`src/rtl/logic_gate_unit.sv`:
```
// Registered bitwise logic unit with valid/ready handshake and a built-in
// truth-table sweep that folds all 28 sweep results into a rotating signature.
module logic_gate_unit #(
  parameter int unsigned WIDTH = 8,
  parameter int unsigned SIG_W = 16
) (
  input  logic             clk,
  input  logic             rst_n,
  input  logic             in_valid,
  output logic             in_ready,
  input  logic [2:0]       op,
  input  logic [WIDTH-1:0] a,
  input  logic [WIDTH-1:0] b,
  output logic             out_valid,
  input  logic             out_ready,
  output logic [WIDTH-1:0] y,
  output logic             out_err,
  input  logic             sweep_start,
  output logic             sweep_busy,
  output logic             sweep_done,
  output logic [SIG_W-1:0] signature
);

  localparam int unsigned VEC_W = 5;
  localparam logic [VEC_W-1:0] LAST_VEC = VEC_W'(27);

  typedef enum logic [1:0] {
    IDLE  = 2'd0,
    SWEEP = 2'd1,
    DONE  = 2'd2
  } state_e;

  state_e             state_q, state_d;
  logic [VEC_W-1:0]   vec_q, vec_d;
  logic [WIDTH-1:0]   y_q, y_d;
  logic               err_q, err_d;
  logic               valid_q, valid_d;
  logic               sweep_res_q, sweep_res_d;
  logic [SIG_W-1:0]   sig_q, sig_d;

  logic               take_c;
  logic               consume_c;
  logic [2:0]         op_sel_c;
  logic [WIDTH-1:0]   a_sel_c;
  logic [WIDTH-1:0]   b_sel_c;
  logic [WIDTH:0]     res_c;

  // Returns {err, y} for one operation.
  function automatic logic [WIDTH:0] gate_f(input logic [2:0] f_op,
                                            input logic [WIDTH-1:0] fa,
                                            input logic [WIDTH-1:0] fb);
    case (f_op)
      3'd0:    gate_f = {1'b0, fa & fb};
      3'd1:    gate_f = {1'b0, fa | fb};
      3'd2:    gate_f = {1'b0, ~fa};
      3'd3:    gate_f = {1'b0, ~(fa & fb)};
      3'd4:    gate_f = {1'b0, ~(fa | fb)};
      3'd5:    gate_f = {1'b0, fa ^ fb};
      3'd6:    gate_f = {1'b0, ~(fa ^ fb)};
      default: gate_f = {1'b1, {WIDTH{1'b0}}};
    endcase
  endfunction

  always_comb begin
    state_d     = state_q;
    vec_d       = vec_q;
    y_d         = y_q;
    err_d       = err_q;
    valid_d     = valid_q;
    sweep_res_d = sweep_res_q;
    sig_d       = sig_q;
    in_ready    = 1'b0;
    sweep_done  = 1'b0;

    take_c    = !valid_q || out_ready;
    consume_c = valid_q && out_ready;

    // Sweep vectors replicate the A/B bits across the whole operand width.
    if (state_q == SWEEP) begin
      op_sel_c = vec_q[4:2];
      a_sel_c  = {WIDTH{vec_q[1]}};
      b_sel_c  = {WIDTH{vec_q[0]}};
    end else begin
      op_sel_c = op;
      a_sel_c  = a;
      b_sel_c  = b;
    end
    res_c = gate_f(op_sel_c, a_sel_c, b_sel_c);

    if (consume_c) begin
      valid_d = 1'b0;
      if (sweep_res_q) begin
        sig_d = {sig_q[SIG_W-2:0], sig_q[SIG_W-1]} ^ SIG_W'(y_q);
      end
    end

    case (state_q)
      IDLE: begin
        in_ready = take_c && !sweep_start;
        if (sweep_start) begin
          state_d = SWEEP;
          vec_d   = '0;
          sig_d   = '0;
        end else if (in_valid && take_c) begin
          y_d         = res_c[WIDTH-1:0];
          err_d       = res_c[WIDTH];
          valid_d     = 1'b1;
          sweep_res_d = 1'b0;
        end
      end
      SWEEP: begin
        if (take_c) begin
          y_d         = res_c[WIDTH-1:0];
          err_d       = res_c[WIDTH];
          valid_d     = 1'b1;
          sweep_res_d = 1'b1;
          vec_d       = vec_q + VEC_W'(1);
          if (vec_q == LAST_VEC) begin
            state_d = DONE;
          end
        end
      end
      DONE: begin
        if (consume_c) begin
          sweep_done = 1'b1;
          state_d    = IDLE;
        end
      end
      default: state_d = IDLE;
    endcase
  end

  always_ff @(posedge clk or negedge rst_n) begin
    if (!rst_n) begin
      state_q     <= IDLE;
      vec_q       <= '0;
      y_q         <= '0;
      err_q       <= 1'b0;
      valid_q     <= 1'b0;
      sweep_res_q <= 1'b0;
      sig_q       <= '0;
    end else begin
      state_q     <= state_d;
      vec_q       <= vec_d;
      y_q         <= y_d;
      err_q       <= err_d;
      valid_q     <= valid_d;
      sweep_res_q <= sweep_res_d;
      sig_q       <= sig_d;
    end
  end

  assign out_valid  = valid_q;
  assign y          = y_q;
  assign out_err    = err_q;
  assign sweep_busy = (state_q != IDLE);
  assign signature  = sig_q;

endmodule

```
`config.mk`:
```
export PLATFORM = sky130hd
export DESIGN_NAME = logic_gate_unit
export DESIGN_NICKNAME = d
export VERILOG_FILES = /design/src/rtl/logic_gate_unit.sv
export SDC_FILE = /design/constraint.sdc
export NUM_CORES = 1
export LEC_CHECK = 0
export BUFFER_PORTS_ARGS = -buffer_cell sky130_fd_sc_hd__buf_2
export CORE_MARGIN = 4
export CORE_UTILIZATION = 55
export DETAILED_ROUTE_END_ITERATION = 10
export PLACE_DENSITY_LB_ADDON = 0.05
export SLEW_MARGIN = 20
export SYNTH_ARGS = -nofsm -noshare
export SYNTH_HDL_FRONTEND = slang
export SYNTH_SLANG_ARGS = --single-unit
```
`constraint.sdc`:
```
create_clock -name clk -period 2.7 [get_ports clk]
set_input_delay 0.405 -clock clk [delete_from_list [all_inputs] [get_ports clk]]
set_output_delay 0.405 -clock clk [all_outputs]
set_load 0.05 [all_outputs]
```
## Yosys cells after proc, flatten, opt, wreduce, memory -nomap -nowiden

Cells that the tools add are included.

- Add/subtract/negate cells: 1
- Equality and inequality tests: 15
- Mux-type cells: 36
- Bitwise gates (word level): 8
- Reductions and logical operators: 13

Operators with widths:

| operator | number |
|---|---|
| $mux 16 | 4 |
| $pmux 9 s7 | 1 |
| $mux 8 | 5 |
| $not 8->8 | 4 |
| $pmux 8 s2 | 1 |
| $xor 16x8->16 | 1 |
| $mux 1 | 13 |
| $mux 5 | 2 |
| $ne 2x2->1 const B | 5 |
| $pmux 5 s2 | 1 |
| $eq 3x3->1 const B | 3 |
| $and 8x8->8 | 1 |
| $mux 2 | 4 |
| $or 8x8->8 | 1 |
| $reduce_and 4->1 | 2 |
| $xor 8x8->8 | 1 |
| $eq 3x2->1 const B | 2 |
| $pmux 1 s2 | 3 |
| $pmux 2 s3 | 1 |
| $add 5x1->5 const B | 1 |
| $eq 5x5->1 const B | 1 |
| $reduce_bool 2->1 | 2 |
| $eq 3x1->1 const B | 1 |
| $logic_and 1x1->1 | 3 |
| other kinds (9) | 10 |

- Bits in registers: 34
- Bits of input ports: 24
- Output and inout port bits: 29
- Word-level logic and storage cells: 80

## Depth between registers and ports, before layout

Gate-level depths: netlist of run 1.

- Depth after elaboration: 8
- Depth in mapped cells: 13

## Worst setup path after synthesis of run 1

Ideal clock, no wire load.

- Path kind: reg-to-output
- Start point: register state_q[1]
- End point: output port in_ready
- Arrival: 2.170 ns
- Data required time: 2.295 ns
- Slack: 0.125 ns
- Cell stages (with the launch flop): 5
- Path buffers: 1
- Path through: dfrtp_1 -> buf_2 -> inv_1 -> nand2_1 -> nor3_1

- Cells in the longest elaborated chain, start to end: 2

Ends and longest elaborated chain:

| item | line | RTL |
|---|---|---|
| start: declaration | 33 | `state_e state_q, state_d;` |
| start signal: assignment | 143 | `state_q <= state_d;` |
| $logic_not 2->1 | 97 | `case (state_q)` |
| $mux 1 | 97 |  |
| end: declaration | 10 | `output logic in_ready,` |

Every way passes these cells.

## Final worst setup path of run 1

- Start point: register state_q[0]
- End point: register y_q[5], in the netlist y[5]

- Cells in the longest elaborated chain, start to end: 8

Ends and longest elaborated chain:

| item | line | RTL |
|---|---|---|
| $eq 2x1->1 | 79, 97 |  |
| $mux 8 | 79 | `if (state_q == SWEEP) begin` |
| $xor 8x8->8 (tied with other cells) | 58, 59 |  |
| $not 8->8 (on tied branches) | 59, 56, 57 |  |
| $pmux 9 s7 | 52 | `case (f_op)` |
| $mux 8 | 104 | `end else if (in_valid && take_c) begin` |
| $mux 8 | 100 | `if (sweep_start) begin` |
| $pmux 8 s2 | 97 |  |
| end signal: assignment | 145 | `y_q <= y_d;` |
| end: declaration | 35 | `logic [WIDTH-1:0] y_q, y_d;` |

Several ways; a longest one is shown, not always the timed one. The select of a mux whose other input is x is not followed.
A chain may end at the register's enable or synchronous reset.

==> metrics.md, run 1 <==
| Metric | Value |
|---|---|
| Outcome | `complete, no violations` |
| Min Clock Period, post-route | `2.257 ns` |
| Delay-heaviest family, CP | `simple AND/OR/NAND/NOR gates` |
| Synth warn | `0` |
| Vias in the first global route | `2,192` |
| Adder-Cell Fraction of Synth Area | `8.383%` |
| Top Ports | `53` |
| Compound-Gate Fraction of Synth Area | `between 20% and 30%` |
| CP required | `2.86 ns` |
| Grt met2 use | `between 30% and 40%` |
| Critical-path cell list | `nor2b_4 -> and2_1 -> a21oi_1 -> ha_1 -> mux2_2 -> a32oi_1 -> o21ai_1` |
| Cells after Synth | `280` |
| Clock buffer count from CTS | `5` |
| Ys flop type | `dfrtp_1` |
| Final Setup Violations | `0` |
| Clk slew on worst S/H paths | `0.07 ns` |
| Rows | `24` |
| Worst Skew | `0.005309 ns` |
| Number of synthesized flops with an enable pin | `0` |
| WS Path Type | `reg -> reg` |
| Later-pin clock latency in the skew report | `~0.28 ns` |
| DP Wirelength | `around 4600 um` |
| Nets@finish | `370` |
| Syn Area/Cell | `around 9 sq um` |
| Gr busiest metal | `met2` |
| Overflow after GRT | `0` |
| Hold Crit Class | `in -> async` |
| Setup bufs post-CTS | `0` |
| Synth cell types | `50` |
| Ant diodes | `0` |
| Mux share of post-synthesis cell area | `approximately 9%` |
| Post-synthesis simple-gate area fraction | `around 14%` |
| Grt met1 use | `between 30 and 40%` |
| Chip width | `75.92 um` |
| Core ar. | `4414 sq um` |
| XOR/XNOR share of the synthesized area | `around 3.8%` |
| Routability congestion estimate | `between 0.8 and 0.9` |
| Global Route Usage Sum | `21.82%` |
| Root Buffer | `clkbuf_8` |
| CP endpoint kind | `register` |
| Fin crit share | `83.61%` |
| Vias post-DR | `approximately 2.3k` |
| Iter 0 DRT Violations | `171` |
| Share of cells above drive strength 1 | `25.45%` |
| DRC Markers | `0` |
| #FFs+latches synth | `34` |
| Post-CTS resize count | `0` |
| Syn nets | `321` |
| WP buf/inv | `0` |
| Worst-Margin Slew | `0.7718 ns` |
| Number of iterations in the first detailed-routing pass | `4` |
| FILL cells | `388` |
| Crit path largest cell delay | `0.56 ns` |
| Largest net degree at the start of global routing | `35` |
| Synthesis-to-layout area growth | `15.24%` |
| Worst Path Max Fanout | `14` |
| RSZ-0062 raised after global routing | `false` |
| ANT nets after route | `0` |
| Final Hold Viols | `0` |
| Hold slack final | `0.1832 ns` |
| Drt via density | `6.047` |
| Largest family of logic cells by synthesized area | `compound AO/OA/AOI/OAI gates` |
| Sum Neg Setup Slack | `0 ns` |
| Clock Path Buffers | `2` |
| Initial Utilization | `57.48%` |
| Global-route wire length before repair | `10,560 um` |
| Post-synthesis async set-or-reset flop share | `100.0%` |
| IO buf count | `52` |
| Initial antenna violation count | `0` |
| CTS HTree Levels | `2` |
| Final WL | `6129 um` |
| Final Max Slew Viols | `0` |
| Max-slew headroom | `48.55%` |
| Die Ht | `between 70 and 80 um` |
| Maximum clock rate | `0.4430 GHz` |
| Drt wl/cell | `16.04 um` |
| Critical Path AT | `between 2 and 2.5 ns` |
| Sequential area share after synthesis | `33.53%` |
| Max-cap check violation count | `0` |
| Startpoint Class | `register` |
| Cell Area, Synth | `2537 sq um` |
| # clock sinks | `34` |
| CP max stage cell | `dfrtp_1` |
| Die area | `just under 6000 sq um` |
| Met3 Use GR | `around 4.6%` |
| CTS tree | `built` |
| Hold_buf cts | `0` |
cells in the final DEF, fill, tap and decap left out, types with 10 or more instances in the layout:
cell,count
a21o_1,10
inv_1,22
a211oi_1,15
o21ai_0,10
ha_1,17
buf_2,52
nand2_1,24
nor2_1,15
a21oi_1,17
dfrtp_1,34
metrics by stage:
stage,std cells,setup slack [ns],instance area (sq um),util (%)
floorplan,280,0.1246,2537,-
global placement,374,0.4783,2829,64.09
detailed placement,374,0.4513,2829,64.09
CTS,382,0.4392,2924,66.24
global route,382,0.2221,2924,66.24
finish,382,0.4426,2924,66.24
synth_stat cells, types with 4 or more instances:
cell / instances / area [sq um]
a211oi_1: 15 / 112.6
a21o_1: 10 / 75.07
a21oi_1: 17 / 85.08
a221oi_1: 7 / 61.31
a32oi_1: 7 / 61.31
buf_2: 4 / 20.02
clkbuf_1: 9 / 33.78
dfrtp_1: 34 / 850.8
ha_1: 17 / 212.7
inv_1: 22 / 82.58
mux2_2: 8 / 90.09
mux2i_1: 9 / 90.09
nand2_1: 24 / 90.09
nand3_1: 4 / 20.02
nor2_1: 15 / 56.30
nor2b_1: 4 / 25.02
o21ai_0: 10 / 50.05
o21ai_1: 9 / 45.04
xnor2_1: 8 / 70.07
routing by layer:
metal  vias up  routed length [um]
li1       1108                   -
met1      1118                2762
met2        71                2907
met3        13                 367
met4         0                  92
met5         -                   0
cell families after synthesis:
| kind of cell | Yosys count |
|---|---|
| muxes | 20 |
| buffers and inverters | 41 |
| DFF | 34 |
| adders and majority gates | 17 |
| xor gates and xnor gates | 11 |
| AOI/OAI and AO/OA | 90 |
| and+or+nand+nor | 67 |
flip-flops by register name (all words and copies together), names as in the netlist:
name,flops
vec_q,5
y,8
signature,16
out_valid,1
state_q,2
sweep_res_q,1
out_err,1
path summary, 6_finish.rpt:
path	from	depth (start not counted)	slack [ns]	endpoint
max in group asynchronous	rst_n	1	2.04	out_err
min in group clk	out_ready	4	0.51	state_q[1]
worst min-delay path	rst_n	1	0.18	state_q[1]
worst max-delay path	state_q[0]	7	0.44	y[5]
worst max register to register	state_q[0]	7	0.44	y[5]
worst min register to register	out_err	2	0.52	out_err
layout make-up:
type	instances	area, sq um	area share (%)
multi-input cells	205	1506	51.52
flip-flops and latches	34	850.8	29.10
repair buffers	60	320.3	10.95
inverters	23	86.33	2.953
clock buffers	6	82.58	2.824
well taps	52	65.06	2.225
clock inverters	2	12.51	0.4279
worst reg2reg max path, cell delays in order (launching register included):
cell	delay (ns)
dfrtp_1	0.56
nor2b_4	0.38
and2_1	0.33
a21oi_1	0.10
ha_1	0.23
mux2_2	0.27
a32oi_1	0.19
o21ai_1	0.08
Power of run 1 is not shown: default switching activity piles up to over one toggle a cycle in this logic, so the estimate is an artifact.
==> run 2, diff against run 1 <==
CORE_UTILIZATION = 50   (was 55)
clock period = 2.07 ns   (was 2.7 ns; I/O delays follow)
==> run 2 against run 1 <==
- setup slack worse by 0.36 ns
- clock-buffer cell count is 2 higher
- core utilization is 0.35 points lower
- fmax is 13% higher
- die area is 8.9% higher
- global-route usage is 0.69 points higher
- critical path depth is 1 higher
- cell count is 7.3% higher
- sequential cell count stayed put
- wire length is 9.5% higher
- sequential share of layout area is 2.3 points lower
- largest cell class unchanged
==> metrics.md, run 2 (synthesis gave the netlist of run 1 again) <==
| Metric | Value |
|---|---|
| Vias in the first global route | `2,309 (+5.3%)` |
| Worst R2R Path Depth | `8 (+1)` |
| Vias post-DR | `2,321 (+0.48%)` |
| Most common cell after layout, fill and taps aside | `buf_2` |
| Largest net degree at the start of global routing | `35 (unchanged)` |
| Chip width | `79.24 um (+4.4%)` |
| DRC Markers | `0 (unchanged)` |
| Final Hold Viols | `0 (unchanged)` |
| DP Worst Slack | `0.03045 ns (-0.4209 ns)` |
| Global-route wire length before repair | `11,220 um (+6.3%)` |
| Final Setup Violations | `0 (unchanged)` |
| Hold slack final | `0.1055 ns (-0.07769 ns)` |
| FF-to-FF Start | `state_q[0]` |
| Global Route Usage Sum | `22.50% (+0.69 points)` |
| Overflow after GRT | `0 (unchanged)` |
| Maximum clock rate | `0.5027 GHz (+13%)` |
| Min Clock Period, post-route | `1.989 ns (-0.2681 ns)` |
| IO buf count | `52 (unchanged)` |
| Worst Path Max Fanout | `4 (-10)` |
| Rows | `25 (+4.2%)` |
| Max-slew headroom | `47.92% (-0.63 points)` |
| Root Buffer | `clkbuf_8` |
| Fin area | `3174 sq um (+8.6%)` |
| ANT nets after route | `0 (unchanged)` |
| Later-pin clock latency in the skew report | `0.28 ns (about the same)` |
| CP max stage cell | `dfrtp_1` |
| FILL cells | `429 (+11%)` |
| Critical-path cell list | `and3b_2 -> buf_4 -> a21oi_4 -> ha_4 -> or3_1 -> nand4_1 -> a211o_1 -> o211ai_1` |
| Post-route setup slack | `0.08070 ns (-0.3619 ns)` |
| Synthesis-to-layout area growth | `25.10%` |
| DP Wirelength | `4839 um (+4.4%)` |
| Delay-heaviest family, CP | `simple AND/OR/NAND/NOR gates` |
| CTS HTree Levels | `2 (unchanged)` |
| WS Path Type | `reg -> reg` |
| Top layer in use | `met4` |
| Clock buffer count from CTS | `5 (unchanged)` |
| RSZ-0062 raised after global routing | `true` |
| Final WL | `6710 um (+9.5%)` |
| Commonest non-fill, non-tap cells in the layout | `52 x buf_2, 33 x dfrtp_1, 23 x nand2_1` |
| Clock Path Buffers | `2 (unchanged)` |
| Hold_buf cts | `0 (unchanged)` |
| Max FFs per register | `16 (unchanged)` |
| Metal3 WL | `294 um (-20%)` |
| Final Max Slew Viols | `0 (unchanged)` |
| Critical Path AT | `2.15 ns (-0.27 ns)` |
| Drt via density | `5.661 (-6.4%)` |
| Clk slew on worst S/H paths | `0.08 ns (about the same)` |
| Top Ports | `53 (unchanged)` |
| Multi-input logic area | `1595 sq um (+5.9%)` |
| Register area | `852.1 sq um (+0.15%)` |
| Share of cells above drive strength 1 | `33.53% (+8.1 points)` |
| Reg-to-reg endpoint | `y[0]` |
| Startpoint Class | `register` |
| Iter 0 DRT Violations | `77 (-55%)` |
| Crit path largest cell delay | `0.43 ns (-0.13 ns)` |
| Die area | `6279 sq um (+8.9%)` |
| Initial Utilization | `52.68% (-4.8 points)` |
| WP buf/inv | `1 (+1)` |
| Ant diodes | `0 (unchanged)` |
| Sum Neg Setup Slack | `0 ns (unchanged)` |
| Core ar. | `4817 sq um (+9.1%)` |
| Worst-Margin Slew | `0.7812 ns (+0.009444 ns)` |
| Outcome | `complete, no violations` |
| Number of iterations in the first detailed-routing pass | `4 (unchanged)` |
| Routability congestion estimate | `0.8825 (-1.9%)` |
| Met2 WL | `3316 um (+14%)` |
| Max-cap check violation count | `0 (unchanged)` |
| Nets@finish | `383 (+3.5%)` |
| # clock sinks | `34 (unchanged)` |
| CP required | `2.23 ns (-0.63 ns)` |
| CTS tree | `built` |
| Initial antenna violation count | `0 (unchanged)` |
| Worst Skew | `0.007240 ns (+0.001931 ns)` |
| Fin crit share | `96.10% (+12 points)` |
| Hold Crit Class | `in -> async` |
| R2r setup slk | `0.08 ns (-0.36 ns)` |
| Drt wl/cell | `16.37 um (+2.0%)` |
| Die Ht | `79.24 um (+4.4%)` |
| Metal1 wirelength | `3084 um (+12%)` |
| DP Area | `2989 sq um (+5.7%)` |
| CP endpoint kind | `register` |
run 2: area by class of cell:
cell class | count | area share (%)
inverter | 23 | 2.720
tap | 67 | 2.641
sequential | 34 | 26.84
clock buffer | 8 | 3.469
multi-input combinational | 205 | 50.26
timing repair buffer | 73 | 14.07
run 2: layer usage:
| metal | GRT usage [%] | vias up |
|---|---|---|
| met1 | 30.81 | 1121 |
| met4 | 3.608 | 0 |
| met2 | 38.38 | 57 |
| met3 | 3.288 | 2 |
| met5 | 0 | - |
| li1 | - | 1141 |
run 2: worst register-to-register path, cell delays in order (launching register included):
cell	delay [ns]
dfrtp_1	0.43
and3b_2	0.23
buf_4	0.14
a21oi_4	0.16
ha_4	0.23
or3_1	0.33
nand4_1	0.12
a211o_1	0.13
o211ai_1	0.08
run 2: worst max-delay path by stage:
stage / start / endpoint / slack (ns) / cells past startpoint
2_1_floorplan: state_q[1] / in_ready / -0.01 / 4
3_3_place_gp: state_q[0] / y[5] / 0.06 / 7
3_5_place_dp: state_q[1] / y[7] / 0.03 / 7
4_1_cts: state_q[0] / y[7] / 0.02 / 7
5_1_grt: state_q[0] / y[4] / -0.03 / 9
6_report: state_q[0] / y[0] / 0.08 / 8
run 2: stage by stage:
step	util (%)	std cells
4_1_cts	64.34	407
3_3_place_gp	62.05	399
6_report	65.90	410
2_1_floorplan	-	280
3_5_place_dp	62.05	399
5_1_grt	65.90	410
run 2: repair_timing:
action / 4_1_cts / 5_1_grt
gates resized for setup: 0 / 15
endpoints found under the hold margin: 0 / 0
setup endpoints to repair: 0 / 8
setup buffers: 0 / 3
Power of run 2 is left out for the same reason.
